### config.mk
export PLATFORM = sky130hd
export DESIGN_NAME = aes_128_sched
export DESIGN_NICKNAME = d
export VERILOG_FILES = /design/src/rtl/aes_sched_pkg.sv /design/src/rtl/aes_rsp_fifo.sv /design/src/rtl/aes_128_sched.sv
export SDC_FILE = /design/constraint.sdc
export NUM_CORES = 2
export LEC_CHECK = 0
export CAP_MARGIN = 5
export CORE_MARGIN = 4
export CORE_UTILIZATION = 40
export CTS_CLUSTER_DIAMETER = 150
export CTS_CLUSTER_SIZE = 24
export DETAILED_ROUTE_END_ITERATION = 8
export HOLD_SLACK_MARGIN = 0.06
export SYNTH_ARGS = -nofsm -noshare
export SYNTH_HDL_FRONTEND = slang
export SYNTH_MEMORY_MAX_BITS = 65536
export SYNTH_SLANG_ARGS = --single-unit
### constraint.sdc
create_clock -name i_clk -period 19.2 [get_ports i_clk]
set_input_delay 3.84 -clock i_clk [delete_from_list [all_inputs] [get_ports i_clk]]
set_output_delay 3.84 -clock i_clk [all_outputs]
set_load 0.005 [all_outputs]
### src/rtl/aes_sched_pkg.sv
// Shared widths and the tag-line entry type for the aes_128 request scheduler.
package aes_sched_pkg;

  localparam int BLOCK_W        = 128;
  localparam int AES128_LATENCY = 21;
  // Widest requester ID the tag line can carry; the port ID is truncated from it.
  localparam int ID_W           = 8;

  typedef struct packed {
    logic            valid;
    logic [ID_W-1:0] id;
  } tag_t;

endpackage

### src/rtl/aes_rsp_fifo.sv
// Synchronous FIFO with extra-bit wrapping pointers; no fall-through, empty read returns zero.
module aes_rsp_fifo #(
  parameter  int WIDTH = 8,
  parameter  int DEPTH = 32,
  localparam int AW    = $clog2(DEPTH)
) (
  input  logic             i_clk,
  input  logic             i_rst_n,
  input  logic             i_push,
  input  logic [WIDTH-1:0] i_data,
  input  logic             i_pop,
  output logic [WIDTH-1:0] o_data,
  output logic             o_empty,
  output logic [AW:0]      o_count
);

  logic [WIDTH-1:0] r_mem [DEPTH];
  logic [AW:0]      r_wr_ptr, r_rd_ptr;
  logic             w_full, w_pop, w_wr_en;

  assign o_count = r_wr_ptr - r_rd_ptr;
  assign o_empty = (o_count == '0);
  assign w_full  = o_count[AW];
  assign w_pop   = i_pop && !o_empty;
  // A push at full is only accepted alongside a pop, which frees the slot being written.
  assign w_wr_en = i_push && (!w_full || w_pop);
  assign o_data  = o_empty ? '0 : r_mem[r_rd_ptr[AW-1:0]];

  always_ff @(posedge i_clk) begin
    if (!i_rst_n) begin
      r_wr_ptr <= '0;
      r_rd_ptr <= '0;
    end else begin
      if (w_wr_en) r_wr_ptr <= r_wr_ptr + 1'b1;
      if (w_pop)   r_rd_ptr <= r_rd_ptr + 1'b1;
    end
  end

  always_ff @(posedge i_clk) begin
    if (w_wr_en) r_mem[r_wr_ptr[AW-1:0]] <= i_data;
  end

endmodule

### src/rtl/aes_128_sched.sv
// Round-robin front end for a non-stallable aes_128 pipeline: issue register,
// latency-matched tag line and credit-guarded response FIFO.
module aes_128_sched import aes_sched_pkg::*; #(
  parameter  int NUM_REQ    = 2,
  parameter  int LATENCY    = AES128_LATENCY,
  parameter  int FIFO_DEPTH = 32,
  localparam int RID_W      = (NUM_REQ > 1) ? $clog2(NUM_REQ) : 1
) (
  input  logic                       i_clk,
  input  logic                       i_rst_n,
  input  logic [NUM_REQ-1:0]         i_req_valid,
  output logic [NUM_REQ-1:0]         o_req_ready,
  input  logic [NUM_REQ*BLOCK_W-1:0] i_req_state,
  input  logic [NUM_REQ*BLOCK_W-1:0] i_req_key,
  output logic [BLOCK_W-1:0]         o_core_state,
  output logic [BLOCK_W-1:0]         o_core_key,
  input  logic [BLOCK_W-1:0]         i_core_out,
  output logic                       o_rsp_valid,
  input  logic                       i_rsp_ready,
  output logic [BLOCK_W-1:0]         o_rsp_data,
  output logic [RID_W-1:0]           o_rsp_id,
  output logic                       o_idle
);

  localparam int CNT_W = $clog2(FIFO_DEPTH) + 1;
  localparam int INF_W = $clog2(LATENCY + 2);
  localparam int FW    = BLOCK_W + ID_W;

  logic [RID_W-1:0]   r_rr_ptr;
  logic [INF_W-1:0]   r_inflight;
  tag_t               r_tag [LATENCY+1];

  logic [BLOCK_W-1:0] w_st  [NUM_REQ];
  logic [BLOCK_W-1:0] w_key [NUM_REQ];
  logic [RID_W-1:0]   w_cand [NUM_REQ];
  logic [RID_W-1:0]   w_gnt;
  logic               w_gnt_vld, w_credit_ok, w_hs, w_push;
  logic [CNT_W-1:0]   w_fifo_count;
  logic               w_fifo_empty;
  logic [FW-1:0]      w_fifo_dout;

  for (genvar i = 0; i < NUM_REQ; i++) begin : g_req
    assign w_st[i]   = i_req_state[i*BLOCK_W +: BLOCK_W];
    assign w_key[i]  = i_req_key[i*BLOCK_W +: BLOCK_W];
    assign w_cand[i] = RID_W'((int'(r_rr_ptr) + i) % NUM_REQ);
  end

  // Scan from the far end so the candidate closest to rr_ptr wins.
  always_comb begin
    w_gnt_vld = 1'b0;
    w_gnt     = '0;
    for (int k = NUM_REQ - 1; k >= 0; k--) begin
      if (i_req_valid[w_cand[k]]) begin
        w_gnt_vld = 1'b1;
        w_gnt     = w_cand[k];
      end
    end
  end

  // Every accepted block already owns a FIFO slot, so pushes never need to stall.
  assign w_credit_ok = (int'(r_inflight) + int'(w_fifo_count)) < FIFO_DEPTH;
  assign w_hs        = i_rst_n && w_gnt_vld && w_credit_ok;
  assign o_req_ready = w_hs ? (NUM_REQ'(1) << w_gnt) : '0;
  assign w_push      = r_tag[LATENCY].valid;

  always_ff @(posedge i_clk) begin
    if (!i_rst_n) begin
      r_rr_ptr     <= '0;
      o_core_state <= '0;
      o_core_key   <= '0;
    end else if (w_hs) begin
      r_rr_ptr     <= RID_W'((int'(w_gnt) + 1) % NUM_REQ);
      o_core_state <= w_st[w_gnt];
      o_core_key   <= w_key[w_gnt];
    end
  end

  always_ff @(posedge i_clk) begin
    if (!i_rst_n) begin
      for (int i = 0; i <= LATENCY; i++) r_tag[i] <= '0;
    end else begin
      r_tag[0] <= '{valid: w_hs, id: ID_W'(w_gnt)};
      for (int i = 1; i <= LATENCY; i++) r_tag[i] <= r_tag[i-1];
    end
  end

  always_ff @(posedge i_clk) begin
    if (!i_rst_n) begin
      r_inflight <= '0;
    end else begin
      case ({w_hs, w_push})
        2'b10:   r_inflight <= r_inflight + INF_W'(1);
        2'b01:   r_inflight <= r_inflight - INF_W'(1);
        default: r_inflight <= r_inflight;
      endcase
    end
  end

  aes_rsp_fifo #(
    .WIDTH (FW),
    .DEPTH (FIFO_DEPTH)
  ) u_rsp_fifo (
    .i_clk   (i_clk),
    .i_rst_n (i_rst_n),
    .i_push  (w_push),
    .i_data  ({i_core_out, r_tag[LATENCY].id}),
    .i_pop   (i_rsp_ready),
    .o_data  (w_fifo_dout),
    .o_empty (w_fifo_empty),
    .o_count (w_fifo_count)
  );

  assign o_rsp_valid = !w_fifo_empty;
  assign o_rsp_data  = w_fifo_dout[ID_W +: BLOCK_W];
  assign o_rsp_id    = RID_W'(w_fifo_dout[ID_W-1:0]);
  assign o_idle      = (r_inflight == '0) && w_fifo_empty;

endmodule

==> summary.md <==
| Metric | Value |
|---|---|
| Met3 usage | between 3 and 4% |
| Syn. warnings | 0 |
| CTS tree | done |
| Post-synth EDFFs | 4128 |
| Fin. max-slew vios | 0 |
| Placed insts | approximately 14000 |
| Clock sinks | between 4000 and 5000 |
| Req. time, crit path | between 15 and 20 ns |
| Total GRT Usage | approximately a quarter |
| Crit-path max FO | ~120 |
| DRT Pass-1 Iters | 5 |
| Synth Flop Type | edfxtp_1 |
| Worst Tran Pin Value | 1.22 ns |
| Post-synth top area cell | edfxtp_1 |
| Psw | 5.00 mW |
| Slowest CP cell | buf_4 |
| Most used cell, CP | buf_4 |
| Synthesized netlist cell count | between 7000 and 8000 |
| Initial antenna violation count | roughly 110 |
| RSZ-0062 raised after global routing | no |
| Async SR Flop Fraction | 0% |
| DRC errors left | 0 |
| Die area | ~430000 um2 |
| PortBufs | 1033 |
| Final period util | between 50 and 60% |
| Register bit total from synthesis | around 4500 |
| Rows | between 200 and 250 |
| Met1 Usage GRT | between 30% and 40% |
| CTS Hold Buffers Added | 0 |
| Pin count of the biggest net entering global routing | ~140 |
| R2r startpoint | u_rsp_fifo.r_wr_ptr[0]$_SDFFE_PN0P_ |
| VDD IR-drop max | ~0.11 mV |
| Synth area leaders | edfxtp_1 73%, mux4_2 17%, dfxtp_1 3.8%, a311oi_1 1.3%, nand2_1 1.2% |
| Hold Vio Cnt, Final | 0 |
| Number of CTS-inserted buffers | 210 |
| Mux contribution to synthesized area | approximately 17% |
| H-tree lvl count | 4 |
| Synth Area in Simple Gates | between 2 and 2.5% |
| Area share of the largest cell type after synthesis | 73.2% |
| Placed cell areas | ~190000 um2 |
| Post-Synth XOR/XNOR Area | 0.0517% |
| Combinational power share | 19.1% |
| Reg2Reg Setup Slack | between 10 and 15 ns |
| Critical Path End Type | output port |
| First-pass GRT wire length | 726000 um |
| GR Util met2 | 41.0% |
| Post-Layout Inst Area | 192000 um2 |
| Die height | between 600 and 700 um |
| MaxCap Viol Count | 0 |
| CP Launch Type | flop |
| Min Tclk post-route | about 10 ns |
| Share of layout cells above drive strength 1 | around a fifth |
| P_leak | 57.4 nW |
| Slew headroom | 18.3% |
| Reg2Reg Capture Point | o_core_state[75]$_SDFFE_PN0P_ |
| Int Pwr | ~15 mW |
| Routed vias | ~84000 |
| Outcome | completed |
| Compound-Gate Fraction of Synth Area | under 10% |
| Fin nets | approximately 9000 |
| Ports | 1034 |
| Syn_nets | about 8300 |
| Number of routed nets with antenna violations | 0 |
| Setup Viol. Count Final | 0 |
| CTS Root Cell | clkbuf_16 |
| Crit path to | o_rsp_data[66] |
| CP Class | reg -> out |
| Seq/Total Area, Yosys | approximately 77% |
| Gr busiest metal | met2 |
| Area Growth Syn to Fin | 13.7% |
| R2R cell count | 19 |
| Post-DP HPWL | around 310000 um |
| Setup_tns | 0 ns |
| FMAX | between 0.09 and 0.1 GHz |
| Post-Syn Area | around 170000 um2 |
| Setup WS post-layout | roughly 9 ns |
| RD Place Congestion | roughly 0.97 |
| Clock slew seen by the registers of the worst setup and hold paths | 0.11 ns |
| WL/cell | between 30 and 40 um |
| Total power | between 15 and 20 mW |
| Starting Density | a little over 40% |
| CTS max path bufs | 4 |
| Die W | roughly 660 um |
| Adder-cell share of the synthesized area | less than 1% |
| Power per cell area | 102 nW/um2 |
| Sequential share of power | a little under three fifths |
| Worst Hold Class | reg -> reg |
| Worst path arrival time | roughly 6.5 ns |
| Setup repair bufs after CTS | 0 |
| Hold depth | 1 |
| Synth cell types | 51 |
| Combinational family with the most area after synthesis | multiplexers |
| Dpl ws | around 9.4 ns |
| Critical Path Max Stage Delay | approximately 0.84 ns |
| Fin cells | 14300 |
| DRT iter0 DRCs | 10500 |
| Mapped Avg Cell Area | about 22 um2 |
| Core area | around 420000 um2 |
| Vias in the first global route | ~85000 |
| Switching Fraction | about a quarter |
| Clk pwr share | around a quarter |
| Cts repair resizes | 0 |
| GRT Residual Overflow | 0 |
| Post-DR vias/cell | around 5.9 |
| Worst skew pair latency | 1.00 ns |
| Skew final | 0.0832 ns |
| Total Routed Length | ~530000 um |
| Worst-path cell chain | buf_4 -> buf_4 -> buf_12 -> buf_4 -> mux4_2 -> mux4_2 -> a22o_1 -> clkdlybuf4s50_1 |
-- synthesized netlist by cell type (all sizes together), types with 6 or more instances --
library cell  instances
a21oi                12
edfxtp             4128
ha                   17
xor2                  6
a311oi              256
clkbuf              261
mux2i                 7
nor2                299
and2                 43
mux4               1290
nor3                  7
o21ai                 7
nand3                 9
a22o                129
dfxtp               323
nand2               529
buf                 210
inv                  12
-- registers in the layout (all words and copies together) (netlist names), named ones only --
name                 cells
r_inflight               5
r_tag                   44
o_core_key             128
o_core_state           128
u_rsp_fifo.r_mem      4128
u_rsp_fifo.r_wr_ptr      6
r_rr_ptr                 1
u_rsp_fifo.r_rd_ptr      6
-- layout by cell type, fill, tap and decap left out, types with 28 or more instances in the layout --
cell type and n:
nand2_1 529, edfxtp_1 4128, clkbuf_1 31, nor2_1 271, buf_4 164, clkdlybuf4s50_1 1032, a22o_1 129, dfxtp_1 319
nor2_4 28, a311oi_1 256, mux4_2 1290, and2_1 42, diode_2 45, clkbuf_16 212
-- cells by family after synthesis --
family          after synthesis
compound gates              430
xor+xnor                     10
fa+ha+maj                    18
buf+inv                     484
flops                      4451
mux                        1297
simple gates                910
-- power groups by stage --
stage               combinational [mW]  sequential [mW]  clock (mW)
floorplan                         2.17             11.0           0
global placement                  3.78             11.0           0
detailed placement                3.80             11.0           0
CTS                               3.82             10.8        5.17
global route                      3.95             10.8        5.52
finish                            3.73             10.8        5.03
-- layer usage --
layer,up-vias,wire [um]
met3,677,35100
met5,-,353
met1,46100,197000
li1,33700,-
met2,3421,270000
met4,54,31200
-- area by class of cell --
type | count | area, um2
clock inverters | 18 | 313
multi-input cells | 2665 | 37000
clock buffers | 243 | 5420
inverters | 13 | 56.3
well taps | 5640 | 7060
repair buffers | 1219 | 12000
flip-flops and latches | 4451 | 130000
diodes | 45 | 113
fillers | 35000 | 228000
-- how the worst min path moves through the flow --
stage	startpoint	end
after floorplan	r_tag[0][98]$_SDFF_PN0_	r_tag[0][107]$_SDFF_PN0_
after detailed placement	r_tag[0][188]$_SDFF_PN0_	r_tag[0][197]$_SDFF_PN0_
after CTS	r_tag[0][107]$_SDFF_PN0_	r_tag[0][116]$_SDFF_PN0_
after global routing	r_tag[0][188]$_SDFF_PN0_	r_tag[0][197]$_SDFF_PN0_
after global placement	r_tag[0][179]$_SDFF_PN0_	r_tag[0][188]$_SDFF_PN0_
final	r_tag[0][188]$_SDFF_PN0_	r_tag[0][197]$_SDFF_PN0_
-- worst max-delay path: cells and delay by family (launching register included) --
family,cells,cell delay [ns]
flip-flops,1,0.66
multiplexers,2,0.90
buffers and inverters,5,3.38
AO/OA/AOI/OAI,1,0.25
-- through the flow --
| stage | hold slack, ns | util (%) |
|---|---|---|
| 2_1_floorplan | 0.412 | - |
| 3_3_place_gp | 0.420 | 44.3 |
| 3_5_place_dp | 0.418 | 44.3 |
| 4_1_cts | 0.448 | 45.7 |
| 5_1_grt | 0.460 | 45.7 |
| 6_report | 0.443 | 45.7 |
No activity file was read; power rests on OpenSTA's default activity.
